[config.mk]
export PLATFORM = sky130hd
export DESIGN_NAME = x6_fifo_rr_scheduler_flat
export DESIGN_NICKNAME = d
export VERILOG_FILES = /design/src/rtl/x6_fifo_rr_scheduler_if.sv /design/src/rtl/x6_fifo_rr_scheduler.sv /design/src/flat_wrapper.sv
export SDC_FILE = /design/constraint.sdc
export NUM_CORES = 1
export LEC_CHECK = 0
export CORE_MARGIN = 3
export CORE_UTILIZATION = 42
export CTS_BUF_LIST = sky130_fd_sc_hd__clkbuf_16
export DETAILED_ROUTE_END_ITERATION = 10
export HOLD_SLACK_MARGIN = 0.15
export PLACE_DENSITY_LB_ADDON = 0.2
export SYNTH_ARGS = -nofsm -noshare
export SYNTH_HDL_FRONTEND = slang
export SYNTH_SLANG_ARGS = --single-unit
[constraint.sdc]
create_clock -name i_clk -period 4.9 [get_ports i_clk]
set_input_delay 1.225 -clock i_clk [delete_from_list [all_inputs] [get_ports i_clk]]
set_output_delay 1.225 -clock i_clk [all_outputs]
set_load 0.02 [all_outputs]
[src/rtl/x6_fifo_rr_scheduler_if.sv]
// x6_fifo_rr_scheduler_if
//   Bundles the lane-side and stream-side signals of the six-lane read scheduler.
//   Lane side:   pok, din (lane i at [i*DW +: DW]), lane_en in; pop out.
//   Stream side: out_ready in; out_valid, out_data, out_lane, out_last out.
//   Status:      busy out (scheduler is in a burst).
//   slave  = scheduler view, master = FIFO bank / downstream view.
interface x6_fifo_rr_scheduler_if #(
  parameter int DW = 32
);
  logic [5:0]      pok;
  logic [6*DW-1:0] din;
  logic [5:0]      lane_en;
  logic            out_ready;
  logic [5:0]      pop;
  logic            out_valid;
  logic [DW-1:0]   out_data;
  logic [2:0]      out_lane;
  logic            out_last;
  logic            busy;

  modport master (
    output pok, din, lane_en, out_ready,
    input  pop, out_valid, out_data, out_lane, out_last, busy
  );

  modport slave (
    input  pok, din, lane_en, out_ready,
    output pop, out_valid, out_data, out_lane, out_last, busy
  );
endinterface

[src/rtl/x6_fifo_rr_scheduler.sv]
// x6_fifo_rr_scheduler
//   Round-robin burst scheduler for the six-lane FIFO read path. Grants one lane
//   at a time, pops up to BURST_LEN words from it, and merges the words into a
//   single registered valid/ready output stream.
// Ports
//   i_clk     system clock, rising edge
//   i_init    synchronous active-high reset
//   io_sched  scheduler side of x6_fifo_rr_scheduler_if (lane + stream signals)
//
//   state   | meaning
//   --------+---------------------------------------------------------------
//   S_IDLE  | no grant; pick next requesting lane after r_ptr, no pop
//   S_BURST | lane r_cur granted; pop whenever it has a word and output is free
module x6_fifo_rr_scheduler #(
  parameter int DW        = 32,
  parameter int BURST_LEN = 8
) (
  input  logic                  i_clk,
  input  logic                  i_init,
  x6_fifo_rr_scheduler_if.slave io_sched
);

  typedef enum logic [0:0] {S_IDLE, S_BURST} state_t;

  localparam logic [7:0] LP_BURST = 8'(BURST_LEN);

  state_t        r_state;
  state_t        w_state_nxt;
  logic [2:0]    r_ptr;
  logic [2:0]    r_cur;
  logic [7:0]    r_cnt;
  logic          r_out_valid;
  logic          r_out_last;
  logic [DW-1:0] r_out_data;
  logic [2:0]    r_out_lane;

  logic [5:0]    w_req;
  logic          w_accept;
  logic          w_cur_ok;
  logic          w_pop_en;
  logic [7:0]    w_cnt_inc;
  logic          w_cnt_end;
  logic [5:0]    w_pop;
  logic [DW-1:0] w_cur_data;
  logic          w_pick_vld;
  logic [2:0]    w_pick;
  logic [3:0]    w_sum;

  assign w_accept   = ~r_out_valid | io_sched.out_ready;
  assign w_req      = io_sched.pok & io_sched.lane_en;
  assign w_cur_ok   = w_req[r_cur];
  assign w_cnt_inc  = r_cnt + 8'd1;
  assign w_cnt_end  = (w_cnt_inc == LP_BURST);
  assign w_cur_data = io_sched.din[32'(r_cur)*DW +: DW];

  // Search ptr+6 down to ptr+1 so the nearest requester after ptr is written last.
  always_comb begin
    w_pick_vld = 1'b0;
    w_pick     = 3'd0;
    w_sum      = 4'd0;
    for (int k = 6; k >= 1; k--) begin
      w_sum = {1'b0, r_ptr} + 4'(k);
      if (w_sum >= 4'd6) w_sum = w_sum - 4'd6;
      if (w_req[w_sum[2:0]]) begin
        w_pick_vld = 1'b1;
        w_pick     = w_sum[2:0];
      end
    end
  end

  always_ff @(posedge i_clk) begin
    if (i_init) r_state <= S_IDLE;
    else        r_state <= w_state_nxt;
  end

  always_comb begin
    w_state_nxt = r_state;
    w_pop_en    = 1'b0;
    case (r_state)
      S_IDLE: begin
        if (w_pick_vld) w_state_nxt = S_BURST;
      end
      S_BURST: begin
        w_pop_en = w_cur_ok & w_accept;
        // Backpressure alone keeps the grant; losing the word or enable ends it.
        if (~w_cur_ok | (w_pop_en & w_cnt_end)) w_state_nxt = S_IDLE;
      end
      default: w_state_nxt = S_IDLE;
    endcase
    if (i_init) begin
      w_pop_en    = 1'b0;
      w_state_nxt = S_IDLE;
    end
  end

  assign w_pop = w_pop_en ? (6'b000001 << r_cur) : 6'b000000;

  always_ff @(posedge i_clk) begin
    if (i_init) begin
      r_ptr       <= 3'd5;
      r_cur       <= 3'd0;
      r_cnt       <= 8'd0;
      r_out_valid <= 1'b0;
      r_out_last  <= 1'b0;
      r_out_data  <= '0;
      r_out_lane  <= 3'd0;
    end else begin
      if ((r_state == S_IDLE) && w_pick_vld) begin
        r_cur <= w_pick;
        r_ptr <= w_pick;
        r_cnt <= 8'd0;
      end
      if (w_pop_en) begin
        r_out_data  <= w_cur_data;
        r_out_lane  <= r_cur;
        r_out_valid <= 1'b1;
        r_out_last  <= w_cnt_end;
        r_cnt       <= w_cnt_inc;
      end else if (r_out_valid & io_sched.out_ready) begin
        r_out_valid <= 1'b0;
      end
    end
  end

  assign io_sched.pop       = w_pop;
  assign io_sched.out_valid = r_out_valid;
  assign io_sched.out_data  = r_out_data;
  assign io_sched.out_lane  = r_out_lane;
  assign io_sched.out_last  = r_out_last;
  assign io_sched.busy      = (r_state == S_BURST);

endmodule

[src/flat_wrapper.sv]
// flat-port wrapper written by rule: the top's interface ports become plain ports
module x6_fifo_rr_scheduler_flat 
#(
  parameter int DW        = 32,
  parameter int BURST_LEN = 8
)
  (i_clk, i_init, io_sched_pok, io_sched_din, io_sched_lane_en, io_sched_out_ready, io_sched_pop, io_sched_out_valid, io_sched_out_data, io_sched_out_lane, io_sched_out_last, io_sched_busy);
  x6_fifo_rr_scheduler_if #(.DW(DW)) io_sched_i ();
  input  logic i_clk;
  input  logic i_init;
  input wire logic [$bits(io_sched_i.pok)-1:0] io_sched_pok;
  input wire logic [$bits(io_sched_i.din)-1:0] io_sched_din;
  input wire logic [$bits(io_sched_i.lane_en)-1:0] io_sched_lane_en;
  input wire logic [$bits(io_sched_i.out_ready)-1:0] io_sched_out_ready;
  output wire logic [$bits(io_sched_i.pop)-1:0] io_sched_pop;
  output wire logic [$bits(io_sched_i.out_valid)-1:0] io_sched_out_valid;
  output wire logic [$bits(io_sched_i.out_data)-1:0] io_sched_out_data;
  output wire logic [$bits(io_sched_i.out_lane)-1:0] io_sched_out_lane;
  output wire logic [$bits(io_sched_i.out_last)-1:0] io_sched_out_last;
  output wire logic [$bits(io_sched_i.busy)-1:0] io_sched_busy;
  assign io_sched_i.pok = io_sched_pok;
  assign io_sched_i.din = io_sched_din;
  assign io_sched_i.lane_en = io_sched_lane_en;
  assign io_sched_i.out_ready = io_sched_out_ready;
  assign io_sched_pop = io_sched_i.pop;
  assign io_sched_out_valid = io_sched_i.out_valid;
  assign io_sched_out_data = io_sched_i.out_data;
  assign io_sched_out_lane = io_sched_i.out_lane;
  assign io_sched_out_last = io_sched_i.out_last;
  assign io_sched_busy = io_sched_i.busy;
  x6_fifo_rr_scheduler #(.DW(DW), .BURST_LEN(BURST_LEN)) u_core (.i_clk(i_clk), .i_init(i_init), .io_sched(io_sched_i));
endmodule
# Word-level counts from Yosys, hierarchy flattened
# Index checks and enable logic that the tools add are counted.
# totals
regBits	52
latch_bits	0
mem_bits_rw	0
rom_bits	0
output_inout_bits	44
elab_cells	91
memories	0
# classes
addsub	13
multipliers	0
n_div	0
n_lt_le_gt_ge	13
n_eq_ne	1
shifts	2
muxes	42
bitwise	9
reduce_logical	3
# ops
op	count
indexed part select 192 x 9 -> 32 bit	1
two-way mux 3 bit	12
< comparator 3 x 4 -> 1 bit (second input constant)	7
greater-or-equal comparator 4 x 3 -> 1 bit (second input constant)	6
binary-select mux 1 bit (select 3 bit)	7
two-way mux 1 bit	19
subtractor 3 bit (second input constant)	6
two-way mux 8 bit	2
adder 3 x 3 -> 4 bit (second input constant)	3
adder 3 x 2 -> 4 bit (second input constant)	2
adder 8 x 1 -> 8 bit (second input constant)	1
== test 8 x 4 -> 1 bit (second input constant)	1
bitwise AND 6 bit	1
two-way mux 6 bit	1
<< shifter 1 x 3 -> 6 bit (first input constant)	1
adder 3 x 1 -> 4 bit (second input constant)	1
nonzero test 2 bit	2
bitwise AND 1 bit	3
inverter 1 bit	3
bitwise OR 1 bit	2
one-hot mux 1 bit (2 select lines)	1
logical AND 1 bit	1

# Longest topological paths before layout
# Gate-level depths: netlist of the first run.
# depth
ltp_word	14
ltp_mapped	12
depth_no_buf	9

# Worst setup path after synthesis of the first run
# No wires, ideal clock.
# synth_path
path_kind	input port to output port
startpoint	input io_sched_pok[5]
endpoint	output io_sched_pop[2]
t_arrival_ps	3339
required_ps	3675
slack_ps	336
stages	8
path_buffers	2
cell_sequence	nand2_1 > mux4_2 > o22ai_1 > and3_1 > clkbuf_1 > clkbuf_1 > nand2_1 > nor4_1
# synth_via
elab_chain_len	7
# synth_rtl
element	line_no	rtl
from (decl)	flat_wrapper.sv:11	input wire logic [$bits(io_sched_i.pok)-1:0] io_sched_pok;
bitwise AND 6 bit	x6_fifo_rr_scheduler.sv:50	assign w_req = io_sched.pok & io_sched.lane_en;
binary-select mux 1 bit (select 3 bit)	x6_fifo_rr_scheduler.sv:51	assign w_cur_ok = w_req[r_cur];
two-way mux 1 bit (not written as such)	x6_fifo_rr_scheduler.sv:51	
bitwise AND 1 bit	x6_fifo_rr_scheduler.sv:84	w_pop_en = w_cur_ok & w_accept;
two-way mux 1 bit	x6_fifo_rr_scheduler.sv:79	case (r_state)
two-way mux 1 bit	x6_fifo_rr_scheduler.sv:90	if (i_init) begin
two-way mux 6 bit	x6_fifo_rr_scheduler.sv:96	assign w_pop = w_pop_en ? (6'b000001 << r_cur) : 6'b000000;
to (decl)	flat_wrapper.sv:15	output wire logic [$bits(io_sched_i.pop)-1:0] io_sched_pop;
# Every way passes these cells. The select of a mux whose other input is x is not followed.

# Worst setup path after layout of the first run
# layout_path
startpoint	input io_sched_pok[0]
endpoint	output io_sched_pop[4]
# The elaborated chain is that of the path after synthesis.

==> results of run 1 <==
==> how the worst min path moves through the flow <==
stage / from / to / cells after the start
finish: u_core.io_sched.out_last$_SDFFE_PP0P_ / u_core.io_sched.out_last$_SDFFE_PP0P_ / 2
global route: u_core.io_sched.out_lane[0]$_SDFFE_PP0P_ / u_core.io_sched.out_lane[0]$_SDFFE_PP0P_ / 2
CTS: u_core.io_sched.out_last$_SDFFE_PP0P_ / u_core.io_sched.out_last$_SDFFE_PP0P_ / 2
detailed placement: u_core.io_sched.out_last$_SDFFE_PP0P_ / u_core.io_sched.out_last$_SDFFE_PP0P_ / 2
global placement: u_core.io_sched.out_lane[2]$_SDFFE_PP0P_ / u_core.io_sched.out_lane[2]$_SDFFE_PP0P_ / 2
floorplan: u_core.r_cnt[7]$_SDFFE_PP0P_ / u_core.r_cnt[7]$_SDFFE_PP0P_ / 1
==> cell families after synthesis <==
group           Yosys count  synth area share [%]
simple gates            208                 22.70
compound gates          104                 16.21
fa+ha+maj                11                 3.129
xor+xnor                  6                 1.195
flops                    51                 23.21
mux                      70                 25.60
buf+inv                  85                 7.963
==> metal layers <==
layer  global-route usage, %  up-vias  part of all wire, %
met5                       0        -                    0
met4                   6.943        0                  2.2
met1                   33.18     2347                   38
met3                   5.433       26                  6.3
li1                        -     2413                    -
met2                   51.33      188                   54
==> through the flow <==
step	util, %	power, mW	std cells	cell area (µm²)	setup TNS, ns
2_1_floorplan	-	1.977	535	4399	0
3_3_place_gp	70.16	2.527	894	7015	-0.06135
3_5_place_dp	70.16	2.555	894	7015	-0.1506
4_1_cts	71.80	2.951	902	7179	0
5_1_grt	71.87	3.159	902	7187	0
6_report	71.87	2.950	902	7187	0
==> cell usage after synthesis, drive strengths merged, types with 2 or more instances <==
cell,n
nand2,34
nor3b,3
nand4,3
o21ai,10
o21a,3
mux4,34
xor2,2
and3,5
nor2,83
xnor2,4
clkbuf,28
a31o,3
o31ai,2
mux2i,36
a21oi,17
a211o,2
a31oi,5
nand3b,6
or2,3
a211oi,11
or3,3
o22ai,33
a311oi,2
dfxtp,51
ha,11
a2111oi,3
a21o,2
nand4b,2
nand3,16
o21bai,3
inv,43
nor3,36
buf,13
nand2b,2
and2,4
==> what timing repair did <==
action	in CTS	in global routing
endpoints found under the setup margin	3	3
cloned	0	0
gates resized for setup	3	3
==> worst min-delay path: cells and delay by family, from the launching register on <==
family             cells  cell delay [ns]
AOI/OAI and AO/OA      1             0.05
DFF                    1             0.31
and+or+nand+nor        1             0.05
==> power breakdown <==
part           switching (mW)  total, mW  internal, mW
logic                    1.02       1.95         0.938
registers               0.106      0.605         0.499
clock network           0.150      0.391         0.241
total                    1.27       2.95          1.68
==> registers in the layout (all words and copies together) (netlist names) <==
name,count
u_core.io_sched.out_valid,1
u_core.io_sched.out_last,1
u_core.r_cnt,8
u_core.r_cur,3
u_core.io_sched.out_data,32
u_core.io_sched.busy,1
u_core.io_sched.out_lane,3
u_core.r_ptr,2
==> area by class of cell <==
cell class | instances | area (µm²)
Clock buffer | 5 | 125.1
Tap cell | 133 | 166.4
Clock inverter | 3 | 42.54
Multi-Input combinational cell | 399 | 3033
Timing Repair Buffer | 267 | 2629
Inverter | 44 | 165.2
Fill cell | 805 | 2813
Sequential cell | 51 | 1026
==> results_dict.tcl, run 1 <==
set metrics [dict create \
    status "completed" \
    synth_top_area_cell "dfxtp_1" \
    post_drt_wl_per_cell_um 18.88 \
    ios 251 \
    rows 36 \
    ys_async_sr_fraction_pct 0 \
    nets 986 \
    setup_violations 0 \
    clock_skew_ns 0.005151 \
    p_leak_nw 2.738 \
    synth_area_leaders "dfxtp_1 23%, mux4_2 17%, mux2i_1 8.2%" \
    drv_cap 0 \
    hold_viol_final 0 \
    synth.top_cell.area_share_pct 23.21 \
    synth-main-ff-cell "dfxtp_1" \
    drt_iter0_markers 369 \
    vdd_drop_max_mv 0.3087 \
    final_cell_mix "243 x clkdlybuf4s50_1, 83 x nor2_1, 49 x dfxtp_1" \
    r2r-start "u_core.r_cur[1]$_SDFFE_PP0P_" \
    critPathKind "input pin to output port" \
    post_synth.cell_area_avg_um2 8.223 \
    critPathArrivalTime_ns 3.50 \
    hold_path.class "flop to flop" \
    synth_area_um2 4399 \
    cp_slowest_cell "clkdlybuf4s50_1" \
    cts_made_buffers 5 \
    drive_gt1_share_pct 9.883 \
    seq_area_frac_synth_pct 23.21 \
    fmax_ghz 0.2115 \
    cts_hold_buf 0 \
    drc 0 \
    place.gp.congestion 0.9290 \
    rr_endpoint "u_core.r_cnt[6]$_SDFFE_PP0P_" \
    reg2reg_setup_slack_ns 0.78 \
    cts_max_path_buffers 2 \
    crit_required_ns 3.67 \
    pre_cts_slack_ns -0.1204 \
    synth_edf_count 0 \
    critPathMaxStageDelay_ns 0.49 \
    tightest_slew_ns 1.149 \
    p_per_area_nw_per_um2 410.4 \
    critical_path.top_delay_family "buffers and inverters" \
    viasPerCell 5.514 \
    path_cells "clkdlybuf4s50_1, nand2_1, mux4_2, o22ai_1, buf_4, nand3_2, nor2_1, nor4bb_1, dlygate4sd2_1" \
    worst-path-stages 9 \
    max-slew-margin-rel_pct 23.22 \
    clk_pin_slew_ns 0.06 \
    worstSetupStartpoint "io_sched_pok[0]" \
    cp-start-kind "input pin" \
    finalMaxSlewViolations 0 \
    synth-seq-cells 51 \
    die_w_um 108.3 \
    yosys_warnings 0 \
    antenna_cells 0 \
    root_buffer "clkbuf_16" \
    fin_ws_ns 0.1714 \
    antenna_found_initial 0 \
    fin_crit_sh_pct 96.50 \
    synthCells 535 \
    cts_setup_buffers 0 \
    drtPass1Iterations 5 \
    grt_use_total_pct 27.87 \
    first_global_vias 5048 \
    dpl.hpwl_mm 13.86 \
    crit_buf_inv 3 \
    synth_fp_nets 753 \
    clk_latency_ns 0.28 \
    ys_types 61 \
    cts_sinks 51 \
    grt-ovfl-total 0 \
    die_h_um 108.3 \
    hold_ws_ns 0.4589 \
    vias 4974 \
    core_area_um2 10000 \
    mostFrequentLayoutCell "clkdlybuf4s50_1" \
    critPathMaxFanout 3 \
    worst_r2r_path_depth 9 \
    cts_tree "yes" \
    timing.final.crit_period_ns 4.729 \
    drt_wl_total_mm 17.03 \
    area.growth.synth_to_final_pct 63.37 \
    grt_max_degree 54 \
    numPortBuffers 250 \
    rsz0062_at_grt "no" \
    timing.critical_path.to "io_sched_pop[4]" \
    dieArea_um2 11740 \
    initial_core_util_pct 43.99 \
    grt_pass1_wl_mm 25.55 \
    htreeDepth 2 \
    ant_nets 0 \
    worstSetupEndpointType "output port" \
]
No activity file was read; power rests on OpenSTA's default activity.
==> inputs of run 2 (changes only) <==
ABC_AREA = 1   (was default)
CORE_UTILIZATION = 41   (was 42)
SLEW_MARGIN = 20   (was default)
clock period = 6.1 ns   (was 4.9 ns; I/O delays follow)
==> results_dict.tcl, run 2 <==
set metrics [dict create \
    status "completed" \
    cp-start-kind "input pin" \
    ys_async_sr_fraction_pct 0 \
    synth-main-ff-cell "dfxtp_1" \
    p_leak_nw 2.627 \
    path_cells "clkdlybuf4s50_1, nand2_1, inv_1, a22oi_1, o2111ai_1, nand2_2, nor2_4, inv_2, nor2_8, inv_2, nor3_1, clkdlybuf4s50_1" \
    setup_violations 0 \
    synth-seq-cells 51 \
    clock_skew_ns 0.006514 \
    root_buffer "clkbuf_16" \
    seq_area_frac_synth_pct 24.42 \
    synth_area_um2 4182 \
    drv_cap 0 \
    crit_required_ns 4.58 \
    fin_ws_ns 0.8110 \
    fin_cells 1002 \
    grt_use_total_pct 29.61 \
    largest_reg_flops 32 \
    timing.final.crit_period_ns 5.289 \
    worstSetupStartpoint "io_sched_lane_en[0]" \
    worstSetupEndpointType "output port" \
    grt_pass1_wl_mm 27.29 \
    pre_cts_slack_ns 0.8194 \
    final_core_util_pct 69.32 \
    dieArea_um2 11450 \
    die_h_um 107.0 \
    antenna_found_initial 0 \
    rsz0062_at_grt "no" \
    dpl.hpwl_mm 13.57 \
    cts_tree "yes" \
    vdd_drop_max_mv 0.2099 \
    critPathMaxStageDelay_ns 0.64 \
    rows 36 \
    core_area_um2 9864 \
    htreeDepth 2 \
    hold_ws_ns 0.4793 \
    synth_edf_count 0 \
    grt_max_degree 65 \
    drt_wl_total_mm 17.66 \
    cts_setup_buffers 0 \
    synth_top_area_cell "dfxtp_1" \
    drt_iter0_markers 338 \
    reg2reg_setup_slack_ns 2.38 \
    hold_viol_final 0 \
    clk_pin_slew_ns 0.07 \
    seqCellArea_um2 1022 \
    p_per_area_nw_per_um2 414.9 \
    die_w_um 107.0 \
    numPortBuffers 250 \
    grt-ovfl-total 0 \
    nets 1086 \
    synth_fp_nets 873 \
    ant_nets 0 \
    synth-compound-area-share_pct 28.87 \
    synthCells 655 \
    fin_crit_sh_pct 86.71 \
    yosys.area_share.simple_pct 33.27 \
    critPathMaxFanout 11 \
    antenna_cells 0 \
    hp-start "u_core.r_cnt[7]$_SDFFE_PP0P_" \
    mostFrequentLayoutCell "clkdlybuf4s50_1" \
    place_area_um2 6693 \
    fillers 815 \
    drtPass1Iterations 5 \
    first_global_vias 5439 \
    hold_path.class "flop to flop" \
    finalMaxSlewViolations 0 \
    vias 5572 \
    stdcell_area_um2 6838 \
    cts_made_buffers 5 \
    power.total_mw 2.837 \
    clk_latency_ns 0.29 \
    tightest_slew_ns 1.038 \
    critPathArrivalTime_ns 3.76 \
    final_cell_mix "250 x clkdlybuf4s50_1, 101 x nand2_1, 98 x nand3_1" \
    place.gp.congestion 0.9704 \
    post_synth.cell_area_avg_um2 6.384 \
    initial_core_util_pct 42.39 \
    synth_xor_xnor_area_share_pct 1.257 \
    synth.top_cell.area_share_pct 24.42 \
    cts_hold_buf 0 \
    yosys_warnings 0 \
    drc 0 \
    r2r-start "u_core.r_cur[1]$_SDFFE_PP0P_" \
    multi_input_area_um2 2789 \
    setup_tns_ns 0 \
    viasPerCell 5.561 \
    cts_resized 0 \
    max-slew-margin-rel_pct 30.38 \
    ios 251 \
    synthTopCellsByCount "101 x nand2_1, 98 x nand3_1, 64 x nor2_1" \
    drive_gt1_share_pct 6.214 \
    cts_sinks 51 \
    critPathKind "input pin to output port" \
    ys_types 41 \
    synth-adder-area-share_pct 3.291 \
    fmax_ghz 0.1891 \
    synthMuxAreaShare_pct 0 \
    synth_top_family_by_area "simple AND/OR/NAND/NOR gates" \
    cts_max_path_buffers 2 \
    synth_area_leaders "dfxtp_1 24%, nand3_1 12%, a22oi_1 11%" \
    post_drt_wl_per_cell_um 17.62 \
    post-place-cells 994 \
    cp_slowest_cell "clkdlybuf4s50_1" \
    synthMostInstantiatedCell "nand2_1" \
    area.growth.synth_to_final_pct 63.52 \
]
-- run 2: cell count changes after synthesis, sizes merged, moves of 13 or more --
cell	change
o21ai	+44
nor3	-28
o22ai	-33
mux4	-34
nand2	+74
a31oi	+22
a22oi	+59
nand3	+83
mux2i	-36
a21oi	+29
clkbuf	+13
-- run 2: worst paths after layout --
check                                 end  cells after the start
max                       io_sched_pop[2]                     12
min          u_core.r_cnt[7]$_SDFFE_PP0P_                      2
max reg2reg  u_core.r_cur[0]$_SDFFE_PP0P_                     14
min reg2reg  u_core.r_cnt[7]$_SDFFE_PP0P_                      2
-- run 2: kinds of logic (layout without fill, tap and decap cells) --
logic type	after synthesis	count (layout)
and+or+nand+nor	301	301
AOI/OAI and AO/OA	194	194
buffers and inverters	92	306
DFF	51	51
adders and majority gates	11	11
xor gates and xnor gates	6	6
-- run 2: critical path, delay by kind of cell --
kind	cells	cell delay, ns
buf+inv	5	1.38
simple gates	5	0.58
compound gates	2	0.26
-- run 2: routing by layer --
| layer | GRT usage [%] | vias up | wire, µm |
|---|---|---|---|
| met1 | 37.59 | 2556 | 7059 |
| met4 | 6.210 | 0 | 295 |
| met5 | 0 | - | 0 |
| li1 | - | 2730 | - |
| met2 | 52.02 | 258 | 8898 |
| met3 | 5.840 | 28 | 1406 |
-- run 2: final cells by class --
class / instances / area share, %
repair buffers: 258 / 37.47
inverters: 40 / 2.232
well taps: 133 / 2.434
clock buffers: 5 / 1.830
multi-input cells: 512 / 40.79
clock inverters: 3 / 0.2928
flip-flops and latches: 51 / 14.95
-- run 2: where the power goes --
group          leakage, nW  internal, mW  switching [mW]  total (mW)
registers            0.416         0.427          0.0997       0.526
clock network       0.0674         0.152           0.130       0.281
logic                 2.14         0.764            1.27        2.03
total                 2.63          1.34            1.49        2.84
==> inputs of run 3 (changes only) <==
CELL_PAD_IN_SITES_DETAIL_PLACEMENT = 2   (was default)
CELL_PAD_IN_SITES_GLOBAL_PLACEMENT = 2   (was default)
CORE_UTILIZATION = 20   (was 41)
==> results_dict.tcl, run 3 (synthesized netlist as in run 2, its figures left out) <==
set metrics [dict create \
    cts_sinks 51 \
    drt_iter0_markers 202 \
    final_core_util_pct 34.54 \
    fin_crit_sh_pct 87.51 \
    fin_cells 1141 \
    antenna_found_initial 1 \
    worst-path-stages 12 \
    stdcell_area_um2 7033 \
    hold_ws_ns 0.4792 \
    clockPowerShare_pct 10.4 \
    seqPwrFrac_pct 17.3 \
    switching_share_pct 54.66 \
    rr_endpoint "u_core.r_cur[1]$_SDFFE_PP0P_" \
    root_buffer "clkbuf_16" \
    clk_pin_slew_ns 0.08 \
    clock_skew_ns 0.003194 \
    tightest_slew_ns 0.8138 \
    critical_path.top_delay_family "buffers and inverters" \
    reg2reg_setup_slack_ns 2.37 \
    first_global_vias 6501 \
    core_area_um2 20360 \
    setup_tns_ns 0 \
    post-place-cells 1133 \
    hp-start "u_core.io_sched.out_data[28]$_SDFFE_PP0P_" \
    hold_viol_final 0 \
    drt_wl_total_mm 23.32 \
    crit_buf_inv 5 \
    cts_setup_buffers 0 \
    critPathMaxFanout 11 \
    hold_end "u_core.io_sched.out_data[28]$_SDFFE_PP0P_" \
    htreeDepth 2 \
    path_cells "clkdlybuf4s50_1, nand2_1, inv_1, nand3_1, o2111ai_1, nand2_2, nor2_4, inv_2, nor2_8, inv_2, nor3_1, clkdlybuf4s50_1" \
    switching_power_mw 1.629 \
    timing.final.crit_period_ns 5.338 \
    cts_tree "yes" \
    final_cell_mix "250 x clkdlybuf4s50_1, 101 x nand2_1, 98 x nand3_1" \
    p_int_mw 1.351 \
    nets 1088 \
    mostFrequentLayoutCell "clkdlybuf4s50_1" \
    numPortBuffers 250 \
    drtPass1Iterations 4 \
    setup_violations 0 \
    fmax_ghz 0.1873 \
    grt_max_degree 73 \
    status "completed" \
    max-slew-margin-rel_pct 45.75 \
    vias 5645 \
    antenna_cells 0 \
    rsz0062_at_grt "no" \
    dpl.hpwl_mm 18.31 \
    ant_nets 0 \
    comb_power_share_pct 72.3 \
    drv_cap 0 \
    cts_max_path_buffers 2 \
    p_per_area_nw_per_um2 423.7 \
    post_drt_wl_per_cell_um 20.44 \
    critPathArrivalTime_ns 3.81 \
    grt_use_total_pct 20.30 \
    critPathKind "input pin to output port" \
    die_h_um 150.6 \
    drc 0 \
    cts_made_buffers 5 \
    p_leak_nw 2.646 \
    drive_gt1_share_pct 6.659 \
    fillers 2402 \
    viasPerCell 4.947 \
    worstSetupEndpointType "output port" \
    place.gp.congestion 0.7968 \
    cp_slowest_cell "clkdlybuf4s50_1" \
    worst_r2r_path_depth 16 \
    grt_pass1_wl_mm 35.87 \
    r2r-start "u_core.r_cur[1]$_SDFFE_PP0P_" \
    hold_path.class "flop to flop" \
    initial_core_util_pct 20.53 \
    dieArea_um2 22680 \
    finalMaxSlewViolations 0 \
    clk_latency_ns 0.30 \
    cp-start-kind "input pin" \
    area.growth.synth_to_final_pct 68.19 \
    rows 52 \
    ios 251 \
    crit_required_ns 4.58 \
    cts_hold_buf 0 \
    cts_resized 0 \
    vdd_drop_max_mv 0.1388 \
    largest_reg_flops 32 \
    place_area_um2 6880 \
    critPathMaxStageDelay_ns 0.64 \
    die_w_um 150.6 \
    grt-ovfl-total 0 \
    min_delay_path_depth 2 \
]
[run 3: changes by cell type in the layout (fill, tap and decap cells not counted)]
cell      change
inv_8         +1
dfxtp_2       +1
clkinv_1      -2
dfxtp_1       -1
buf_4         +2
inv_1         +1
[run 3: worst reg2reg max path, stage by stage (launching register included)]
cell     delay (ns)
dfxtp_2        0.41
buf_4          0.64
inv_1          0.40
ha_1           0.50
inv_1          0.19
nand3_1        0.10
nand2_1        0.12
nand2_1        0.07
nand2_1        0.13
nand3_1        0.13
o21ai_1        0.24
nand3_1        0.17
o21ai_0        0.13
o21ai_0        0.12
nand3_1        0.10
nand2_1        0.06
a21oi_1        0.16
[run 3: final cells by class]
class / instances / area, µm² / area share (%)
clock buffer: 5 / 125.1 / 1.779
timing repair buffer: 260 / 2577 / 36.65
tap: 270 / 337.8 / 4.803
clock inverter: 3 / 27.53 / 0.3914
sequential: 51 / 1023 / 14.55
multi-input combinational: 512 / 2789 / 39.65
inverter: 40 / 152.6 / 2.170
[run 3: power groups by stage]
stage	logic [mW]	registers [mW]	clock network (mW)
6_report	2.15	0.516	0.311
2_1_floorplan	1.32	0.573	0
4_1_cts	2.19	0.517	0.322
5_1_grt	2.41	0.530	0.333
3_3_place_gp	2.10	0.520	0
3_5_place_dp	2.18	0.522	0
[run 3: how the worst max path moves through the flow]
stage	from	endpoint	slack, ns
3_5_place_dp	io_sched_lane_en[0]	io_sched_pop[4]	0.73
6_report	io_sched_pok[3]	io_sched_pop[4]	0.76
4_1_cts	io_sched_lane_en[0]	io_sched_pop[4]	0.72
2_1_floorplan	io_sched_pok[4]	io_sched_pop[0]	1.68
3_3_place_gp	io_sched_pok[0]	io_sched_pop[3]	0.77
5_1_grt	io_sched_lane_en[0]	io_sched_pop[4]	0.55
[run 3: layer usage]
layer	vias to the layer above	share of wire (%)	track usage, %
met2	153	53	38.24
met3	9	6.0	5.388
met5	-	0.056	0
li1	2728	-	-
met4	2	0.66	2.675
met1	2753	41	23.47
[run 3: metrics by stage]
stage / power [mW] / setup WS, ns
after global placement: 2.619 / 0.7746
after global routing: 3.274 / 0.5462
after detailed placement: 2.700 / 0.7258
final: 2.980 / 0.7622
after CTS: 3.025 / 0.7243
after floorplan: 1.895 / 1.678
